===== config.mk =====
export PLATFORM = sky130hd
export DESIGN_NAME = execute_mem_wbmem_engine
export DESIGN_NICKNAME = d
export VERILOG_FILES = /design/src/rtl/execute_mem_wbmem_engine.sv
export SDC_FILE = /design/constraint.sdc
export NUM_CORES = 1
export LEC_CHECK = 0
export BUFFER_PORTS_ARGS = -buffer_cell sky130_fd_sc_hd__buf_2
export CORE_MARGIN = 2
export CORE_UTILIZATION = 35
export CTS_BUF_LIST = sky130_fd_sc_hd__clkbuf_2
export DETAILED_ROUTE_END_ITERATION = 10
export GPL_ROUTABILITY_DRIVEN = 0
export PLACE_DENSITY = 0.64
export REMOVE_ABC_BUFFERS = 1
export SLEW_MARGIN = 10
export SYNTH_ARGS = -nofsm -noshare
export SYNTH_HDL_FRONTEND = slang
export SYNTH_SLANG_ARGS = --single-unit

===== constraint.sdc =====
create_clock -name clk -period 5.71 [get_ports clk]
set_input_delay 0.8565 -clock clk [delete_from_list [all_inputs] [get_ports clk]]
set_output_delay 0.8565 -clock clk [all_outputs]
set_load 0.05 [all_outputs]

===== src/rtl/execute_mem_wbmem_engine.sv =====
// Store-buffer write-back engine: one AXI4-Lite write per head entry,
// then a single-cycle pop, with a sticky error flag and perf counters.
`ifndef LSWIDTH_BYTE
`define LSWIDTH_BYTE 2'd0
`endif
`ifndef LSWIDTH_WORD
`define LSWIDTH_WORD 2'd2
`endif

module execute_mem_wbmem_engine #(
    parameter int CNT_W = 32
) (
    input  logic             clk,
    input  logic             reset,
    input  logic             wbmem_valid,
    input  logic [31:0]      wbmem_addr,
    input  logic [3:0]       wbmem_strb,
    input  logic [1:0]       wbmem_lswidth,
    input  logic [31:0]      wbmem_data,
    input  logic             wbmem_uncached,
    output logic             wbmem_en,
    output logic             m_awvalid,
    input  logic             m_awready,
    output logic [31:0]      m_awaddr,
    output logic [2:0]       m_awsize,
    output logic [3:0]       m_awcache,
    output logic             m_wvalid,
    input  logic             m_wready,
    output logic [31:0]      m_wdata,
    output logic [3:0]       m_wstrb,
    input  logic             m_bvalid,
    output logic             m_bready,
    input  logic [1:0]       m_bresp,
    output logic             o_busy,
    output logic             o_err,
    output logic [CNT_W-1:0] o_cnt_store,
    output logic [CNT_W-1:0] o_cnt_uncached,
    output logic [CNT_W-1:0] o_cnt_stall
);

    typedef enum logic [1:0] {IDLE, ADDR, RESP, POP} state_t;

    state_t      state;
    state_t      state_nxt;
    logic [31:0] addr_q;
    logic [31:0] data_q;
    logic [3:0]  strb_q;
    logic [1:0]  lsw_q;
    logic        unc_q;
    logic        aw_done;
    logic        w_done;
    logic        aw_hs;
    logic        w_hs;
    logic        stall;

    assign m_awvalid = (state == ADDR) && !aw_done;
    assign m_wvalid  = (state == ADDR) && !w_done;
    assign m_bready  = (state == RESP);
    assign wbmem_en  = (state == POP);
    assign o_busy    = (state != IDLE);

    assign m_awaddr  = addr_q;
    assign m_awsize  = (lsw_q == `LSWIDTH_BYTE) ? 3'b000 : 3'b010;
    assign m_awcache = unc_q ? 4'b0000 : 4'b1111;
    assign m_wdata   = data_q;
    assign m_wstrb   = strb_q;

    assign aw_hs = m_awvalid && m_awready;
    assign w_hs  = m_wvalid && m_wready;

    // A handshake completing this cycle is not a stall cycle.
    assign stall = ((state == ADDR) &&
                    ((m_awvalid && !m_awready) || (m_wvalid && !m_wready))) ||
                   ((state == RESP) && !m_bvalid);

    always_comb begin
        state_nxt = state;
        unique case (state)
            IDLE: if (wbmem_valid) state_nxt = ADDR;
            ADDR: if ((aw_done || aw_hs) && (w_done || w_hs)) state_nxt = RESP;
            RESP: if (m_bvalid) state_nxt = POP;
            POP:  state_nxt = IDLE;
            default: state_nxt = IDLE;
        endcase
    end

    always_ff @(posedge clk or posedge reset) begin
        if (reset) begin
            state          <= IDLE;
            addr_q         <= '0;
            data_q         <= '0;
            strb_q         <= '0;
            lsw_q          <= '0;
            unc_q          <= 1'b0;
            aw_done        <= 1'b0;
            w_done         <= 1'b0;
            o_err          <= 1'b0;
            o_cnt_store    <= '0;
            o_cnt_uncached <= '0;
            o_cnt_stall    <= '0;
        end else begin
            state <= state_nxt;
            if ((state == IDLE) && wbmem_valid) begin
                addr_q  <= wbmem_addr;
                data_q  <= wbmem_data;
                strb_q  <= wbmem_strb;
                lsw_q   <= wbmem_lswidth;
                unc_q   <= wbmem_uncached;
                aw_done <= 1'b0;
                w_done  <= 1'b0;
            end
            if (aw_hs) aw_done <= 1'b1;
            if (w_hs) w_done <= 1'b1;
            if ((state == RESP) && m_bvalid && (m_bresp != 2'b00)) o_err <= 1'b1;
            if (state == POP) begin
                o_cnt_store <= o_cnt_store + CNT_W'(1);
                if (unc_q) o_cnt_uncached <= o_cnt_uncached + CNT_W'(1);
            end
            if (stall) o_cnt_stall <= o_cnt_stall + CNT_W'(1);
        end
    end

endmodule


* After elaboration in Yosys (flattened, before gate mapping)
Index checks and enable logic that the tools add are counted.
Cells by class: $add $sub $neg 3, equal/unequal tests 6, multiplexer cells 9, reductions and logical operators 29
Operators by type and width (count):
- $add 32x1->32 const B | 3
- $logic_and 1x1->1 | 12
- $mux 2 | 4
- $pmux 2 s4 | 1
- $reduce_bool 2->1 | 4
- $logic_not 1->1 | 5
- $eq 2x2->1 const B | 2
- $logic_not 2->1 | 2
- $logic_or 1x1->1 | 4
- $mux 4 | 1
- $ne 2x2->1 const B | 2
- $mux 1 | 3
- $reduce_and 3->1 | 1
- $eq 2x1->1 const B | 1
- $ne 2x1->1 const B | 1
- $reduce_and 2->1 | 1
Word-level totals: bits in registers 172, input port bits 79, output and inout port bits 177, logic and storage cells 59

* Logic depth before layout (Yosys ltp)
Gate-level depths: netlist (run 1).
depth after elaboration 7, depth in mapped cells 7, depth with buffers taken out 6

* Worst setup path after synthesis (run 1)
No wires, ideal clock.
kind register to output, start point reg state[1], end point out m_awvalid, arrival time 1417 ps, data required time 4853 ps, slack 3437 ps, stages on the path, launching flop included 4, buffers on the path 0, cells stage by stage dfrtp_1 > inv_1 > ha_1 > nor2b_1
On the way: word-level cells in the longest chain between the ends 2
RTL lines:
- start, declared | RTL line 43 | state_t state;
- start signal, assigned | RTL line 102 | state <= state_nxt;
- $eq 2x1->1 | RTL line 56 | assign m_awvalid = (state == ADDR) && !aw_done;
- $logic_and 1x1->1 | RTL line 56
- end, declared | RTL line 22 | output logic m_awvalid,
No other way between the ends.

* Final worst setup path (run 1)
Ends and elaborated chain as after synthesis.

==> flow_metrics.tcl, run 1 <==
set metrics [dict create \
    die_area_um2 22400 \
    layout_common_cells "253 x buf_2, 172 x dfrtp_1, 75 x mux2_2" \
    grt_pass1_vias 5077 \
    drt-initial-drc-count 175 \
    cp_data_arrival_time_ps 2050 \
    dominantRegCellSynth "dfrtp_1" \
    nFillCells 2027 \
    max_freq_ghz 0.344 \
    vias_per_cell 4.79 \
    multiInputGateArea_um2 2950 \
    core_area_um2 20900 \
    hpwl_mm 12.3 \
    fin_nets 920 \
    cts_buffers 17 \
    cts_tree "done" \
    drt-wirelength-per-cell_um 15.0 \
    cts_hold_buf 0 \
    final-hold-violation-count 0 \
    rsz0062_at_grt "false" \
    antenna_found_initial 0 \
    synthCells 578 \
    grt_pass1_wl_mm 26.3 \
    power.density_nw_per_um2 509 \
    start_kind "flip-flop" \
    drtAntennaViolNets 0 \
    path_buf_inv 2 \
    maxSlewHeadroom_pct 30.5 \
    avgSynthCellArea_um2 12.8 \
    fp.dieW_um 150 \
    overflow 0 \
    cp_top_family "flip-flops" \
    io_pins 256 \
    cts.path.max_buffers 2 \
    post_cts_buffers 0 \
    place_inst 1090 \
    tightest_slew_ps 1030 \
    required_ps 4850 \
    vias 5378 \
    critPathSlowestCell "dfrtp_1" \
    synthDistinctLibCells 35 \
    place_ws_ps 3160 \
    p_leak_nw 4.61 \
    yosysWarnings 0 \
    worstSkewPairLatency_ps 720 \
    layout-drive-gt1-share_pct 44.7 \
    ys_seq_area_share_pct 58.1 \
    finalClockSkew_ps 40.7 \
    finalCoreUtilization_pct 44.1 \
    synthToLayoutAreaGrowth_pct 24.3 \
    reg2reg_depth 5 \
    synth_edf_count 0 \
    seq_area_um2 4300 \
    place_area_um2 8960 \
    syn_area_um2 7410 \
    first_pass_iters 4 \
    layout_commonest_cell "buf_2" \
    cts.repair.resized 0 \
    routed_wl_mm 16.8 \
    cap_violations 0 \
    diodes 0 \
    cts_max_level 4 \
    slew_viol_final 0 \
    clock_sinks 172 \
    setup-tns-final_ps 0 \
    postSynth.asyncResetShare_pct 100 \
    initial_utilization_pct 35.5 \
    min_period_over_period_pct 51.0 \
    path_depth 4 \
    rr_startpoint "state[0]$_DFFE_PP0P_" \
    row_count 53 \
    design_area_um2 9210 \
    min_path_type "input port to asynchronous set/reset pin" \
    slowest_delay_ps 470 \
    grt_use_total_pct 14.8 \
    cts-root-buf "clkbuf_2" \
    crit_path_start "state[1]$_DFFE_PP0P_" \
    crit_path_max_fanout 5 \
    numPortBuffers 253 \
    period_needed_ps 2910 \
    grt_max_degree 91 \
    p_total_mw 4.69 \
    crit_path_end_kind "output pin" \
    postLayoutSetupSlackWorst_ps 2800 \
    drc_errors 0 \
    outcome "complete, no violations" \
    synth_seq_cells 172 \
    fp.dieH_um 150 \
    cts.clk_slew.worst_paths_ps 290 \
    path_class "flip-flop to output pin" \
    setup_viol 0 \
    layoutNonFillerInstCount 1122 \
    hold_slack_ps 245 \
    crit_chain "inv_1 -> ha_1 -> nor2b_1 -> buf_2" \
    vdd_drop_max_uv 309 \
]
[area by class of cell]
cell class              instances  share of cell area [%]
inverters                      17                   0.747
clock inverters                14                    1.74
flip-flops and latches        172                    46.7
multi-input cells             371                    32.0
repair buffers                255                    14.0
clock buffers                  18                   0.978
well taps                     275                    3.73
[logic make-up (layout without fill, tap and decap cells)]
logic type / count (synthesis) / count (layout) / share of synthesized area [%]
buffers and inverters: 36 / 304 / 2.26
XOR/XNOR: 93 / 93 / 11.0
adder cells (fa/ha/maj): 7 / 7 / 1.18
multiplexers: 75 / 75 / 11.4
flip-flops: 172 / 172 / 58.1
other: 1 / 2 / 0.0506
AO/OA/AOI/OAI: 8 / 8 / 0.861
AND/OR/NAND/NOR: 186 / 186 / 15.2
[synthesized netlist by cell type (2+ instances only)]
library cell,n,area [µm²]
nor2b_1,2,12.5
nor3_1,18,90.1
nor2_1,16,60.1
xor2_1,22,193
nand4_1,36,225
nor4_1,4,25.0
xnor2_1,71,622
ha_1,7,87.6
and3_1,9,56.3
nor4_4,3,63.8
buf_4,7,52.6
inv_1,17,63.8
and4_1,11,96.3
mux2_2,75,845
a22o_1,3,26.3
nor4_2,4,50.1
and2_1,7,43.8
nand2_1,29,109
or2_2,2,12.5
clkbuf_1,7,26.3
buf_2,5,25.0
dfrtp_1,172,4300
nand3_1,35,175
nand4_2,4,50.1
nand2_2,2,12.5
[sequential cells by signal, summed over array words and instances, names as in the netlist, 2 cells and up]
name	flops
lsw_q	2
m_awaddr	32
m_wdata	32
m_wstrb	4
o_cnt_stall	32
o_cnt_store	32
o_cnt_uncached	32
state	2
[layer usage]
layer	GRT usage (%)	wire length (µm)	part of all wire, %
met4	5.00	301	1.8
met3	4.02	1150	6.8
met5	0	0	0
met2	23.7	7930	47
met1	19.4	7440	44
[path summary, 6_finish.rpt]
check,slack [ps],end
max reg2reg,3200,o_cnt_uncached[31]$_DFFE_PP0P_
min,250,o_cnt_stall[18]$_DFFE_PP0P_
min in group clk,360,m_awaddr[11]$_DFFE_PP0P_
max in group asynchronous,4530,o_cnt_uncached[0]$_DFFE_PP0P_
max,2800,m_awvalid
min reg2reg,490,o_cnt_store[31]$_DFFE_PP0P_
[power by group]
part / switching (mW) / total [mW] / internal [mW]
combinational: 1.65 / 2.26 / 0.613
sequential: 0.215 / 1.76 / 1.54
clock: 0.453 / 0.668 / 0.215
total: 2.32 / 4.69 / 2.37
Power figures use the tool's default switching activity.
==> run 2: changes to the inputs <==
Settings changed: PLACE_DENSITY 0.64 to 0.61.
Clock period 5.71 ns to 3.1 ns, I/O delays scaled along.
==> flow_metrics.tcl, run 2 (same netlist as run 1, synthesis figures left out) <==
set metrics [dict create \
    die_area_um2 22400 \
    layoutNonFillerInstCount 1203 \
    p_sw_share_pct 50.0 \
    cp_data_arrival_time_ps 2020 \
    power.internal_mw 4.37 \
    cts_tree "done" \
    crit_path_start "state[1]$_DFFE_PP0P_" \
    outcome "complete, no violations" \
    grt_pass1_vias 5631 \
    setup_viol 0 \
    core_area_um2 20900 \
    synthToLayoutAreaGrowth_pct 34.9 \
    drc_errors 0 \
    min_period_over_period_pct 80.3 \
    setup-tns-final_ps 0 \
    finalCoreUtilization_pct 47.9 \
    p_leak_nw 4.94 \
    vdd_drop_max_uv 398 \
    grt_max_degree 74 \
    post_cts_buffers 0 \
    tightest_slew_ps 997 \
    routed_wl_mm 18.9 \
    final-hold-violation-count 0 \
    start_kind "flip-flop" \
    rsz0062_at_grt "false" \
    cts_hold_buf 76 \
    max_freq_ghz 0.402 \
    switchingPower_mw 4.37 \
    grt_pass1_wl_mm 29.3 \
    p_seq_share_pct 37.1 \
    initial_utilization_pct 35.5 \
    layout_commonest_cell "buf_2" \
    crit_path_max_fanout 5 \
    numPortBuffers 253 \
    crit_path_end_kind "output pin" \
    grt_use_total_pct 16.7 \
    fp.dieH_um 150 \
    r2r_end "m_wdata[20]$_DFFE_PP0P_" \
    cts_max_level 4 \
    fin_nets 1000 \
    io_pins 256 \
    holdPathStages 4 \
    place_inst 1094 \
    rr_startpoint "state[0]$_DFFE_PP0P_" \
    row_count 53 \
    overflow 0 \
    first_pass_iters 4 \
    slew_viol_final 0 \
    cts.repair.resized 0 \
    min_path_type "input port to flip-flop" \
    vias 5681 \
    drt-initial-drc-count 144 \
    drtAntennaViolNets 0 \
    vias_per_cell 4.72 \
    antenna_found_initial 1 \
    min_to "state[0]$_DFFE_PP0P_" \
    maxSlewHeadroom_pct 33.5 \
    power.density_nw_per_um2 874 \
    cts_buffers 17 \
    required_ps 2630 \
    period_needed_ps 2490 \
    cts.clk_slew.worst_paths_ps 280 \
    p_comb_share_pct 49.1 \
    hpwl_mm 12.8 \
    nFillCells 1911 \
    clock_sinks 172 \
    drt-wirelength-per-cell_um 15.7 \
    hold_start "wbmem_valid" \
    finalClockSkew_ps 54.6 \
    reg2reg_slack_ps 990 \
    path_class "flip-flop to output pin" \
    cts.path.max_buffers 2 \
    p_clk_share_pct 13.8 \
    fp.dieW_um 150 \
    layout-drive-gt1-share_pct 41.4 \
    layout_common_cells "253 x buf_2, 172 x dfrtp_1, 76 x dlygate4sd3_1" \
    reg2reg_depth 4 \
    worstSkewPairLatency_ps 730 \
    cts-root-buf "clkbuf_2" \
    cap_violations 0 \
]
-- run 2: changes by cell type in the layout (fill, tap and decap cells not counted), sizes merged --
cell and delta:
inv +1, buf +4, diode +1, bufinv -1, dlygate4sd3 +76
-- run 2: worst max path at each step --
stage                                       to  slack [ps]
after floorplan            aw_done$_DFFE_PP0P_       -2030
final                                 m_wvalid         610
after CTS                            m_awvalid         490
after detailed placement  state[1]$_DFFE_PP0P_         970
after global placement    state[1]$_DFFE_PP0P_        1010
after global routing                  m_wvalid         370
-- run 2: layout make-up --
cell class / count / area, µm² / share of cell area (%)
Tap cell: 275 / 344 / 3.44
Sequential cell: 172 / 4300 / 43.0
Inverter: 17 / 68.8 / 0.688
Antenna cell: 1 / 2.50 / 0.0250
Multi-Input combinational cell: 371 / 2950 / 29.5
Timing Repair Buffer: 335 / 2080 / 20.8
Clock inverter: 14 / 156 / 1.56
Clock buffer: 18 / 90.1 / 0.901
-- run 2: stage by stage --
step / hold WS [ps] / setup WS (ps) / cell area [µm²] / power (mW)
2_1_floorplan: 471 / -2030 / 7310 / 6.49
3_3_place_gp: 447 / 1010 / 8990 / 7.45
3_5_place_dp: 451 / 969 / 8990 / 7.51
4_1_cts: 13.4 / 492 / 10000 / 8.82
5_1_grt: 29.7 / 369 / 10000 / 9.22
6_report: 120 / 611 / 10000 / 8.74
-- run 2: power by group through the flow --
stage	logic (mW)	clock network [mW]	registers [mW]
2_1_floorplan	1.30	0	5.19
3_3_place_gp	4.19	0	3.25
3_5_place_dp	4.23	0	3.28
4_1_cts	4.31	1.28	3.23
5_1_grt	4.51	1.38	3.33
6_report	4.29	1.21	3.24
-- run 2: critical path, cell delays in order (launching register included) --
cell	delay, ps
dfrtp_1	470
inv_1	90
ha_1	260
nor2b_1	190
buf_2	280
-- run 2: metal layers --
| layer | global-route usage, % | part of all wire, % | wire length [µm] | vias to the layer above |
|---|---|---|---|---|
| met5 | 0 | 0 | 0 | - |
| met4 | 5.57 | 1.6 | 307 | 0 |
| met3 | 4.18 | 6.4 | 1210 | 19 |
| met2 | 28.3 | 49 | 9210 | 178 |
| met1 | 20.8 | 43 | 8130 | 2788 |
| li1 | - | - | - | 2696 |
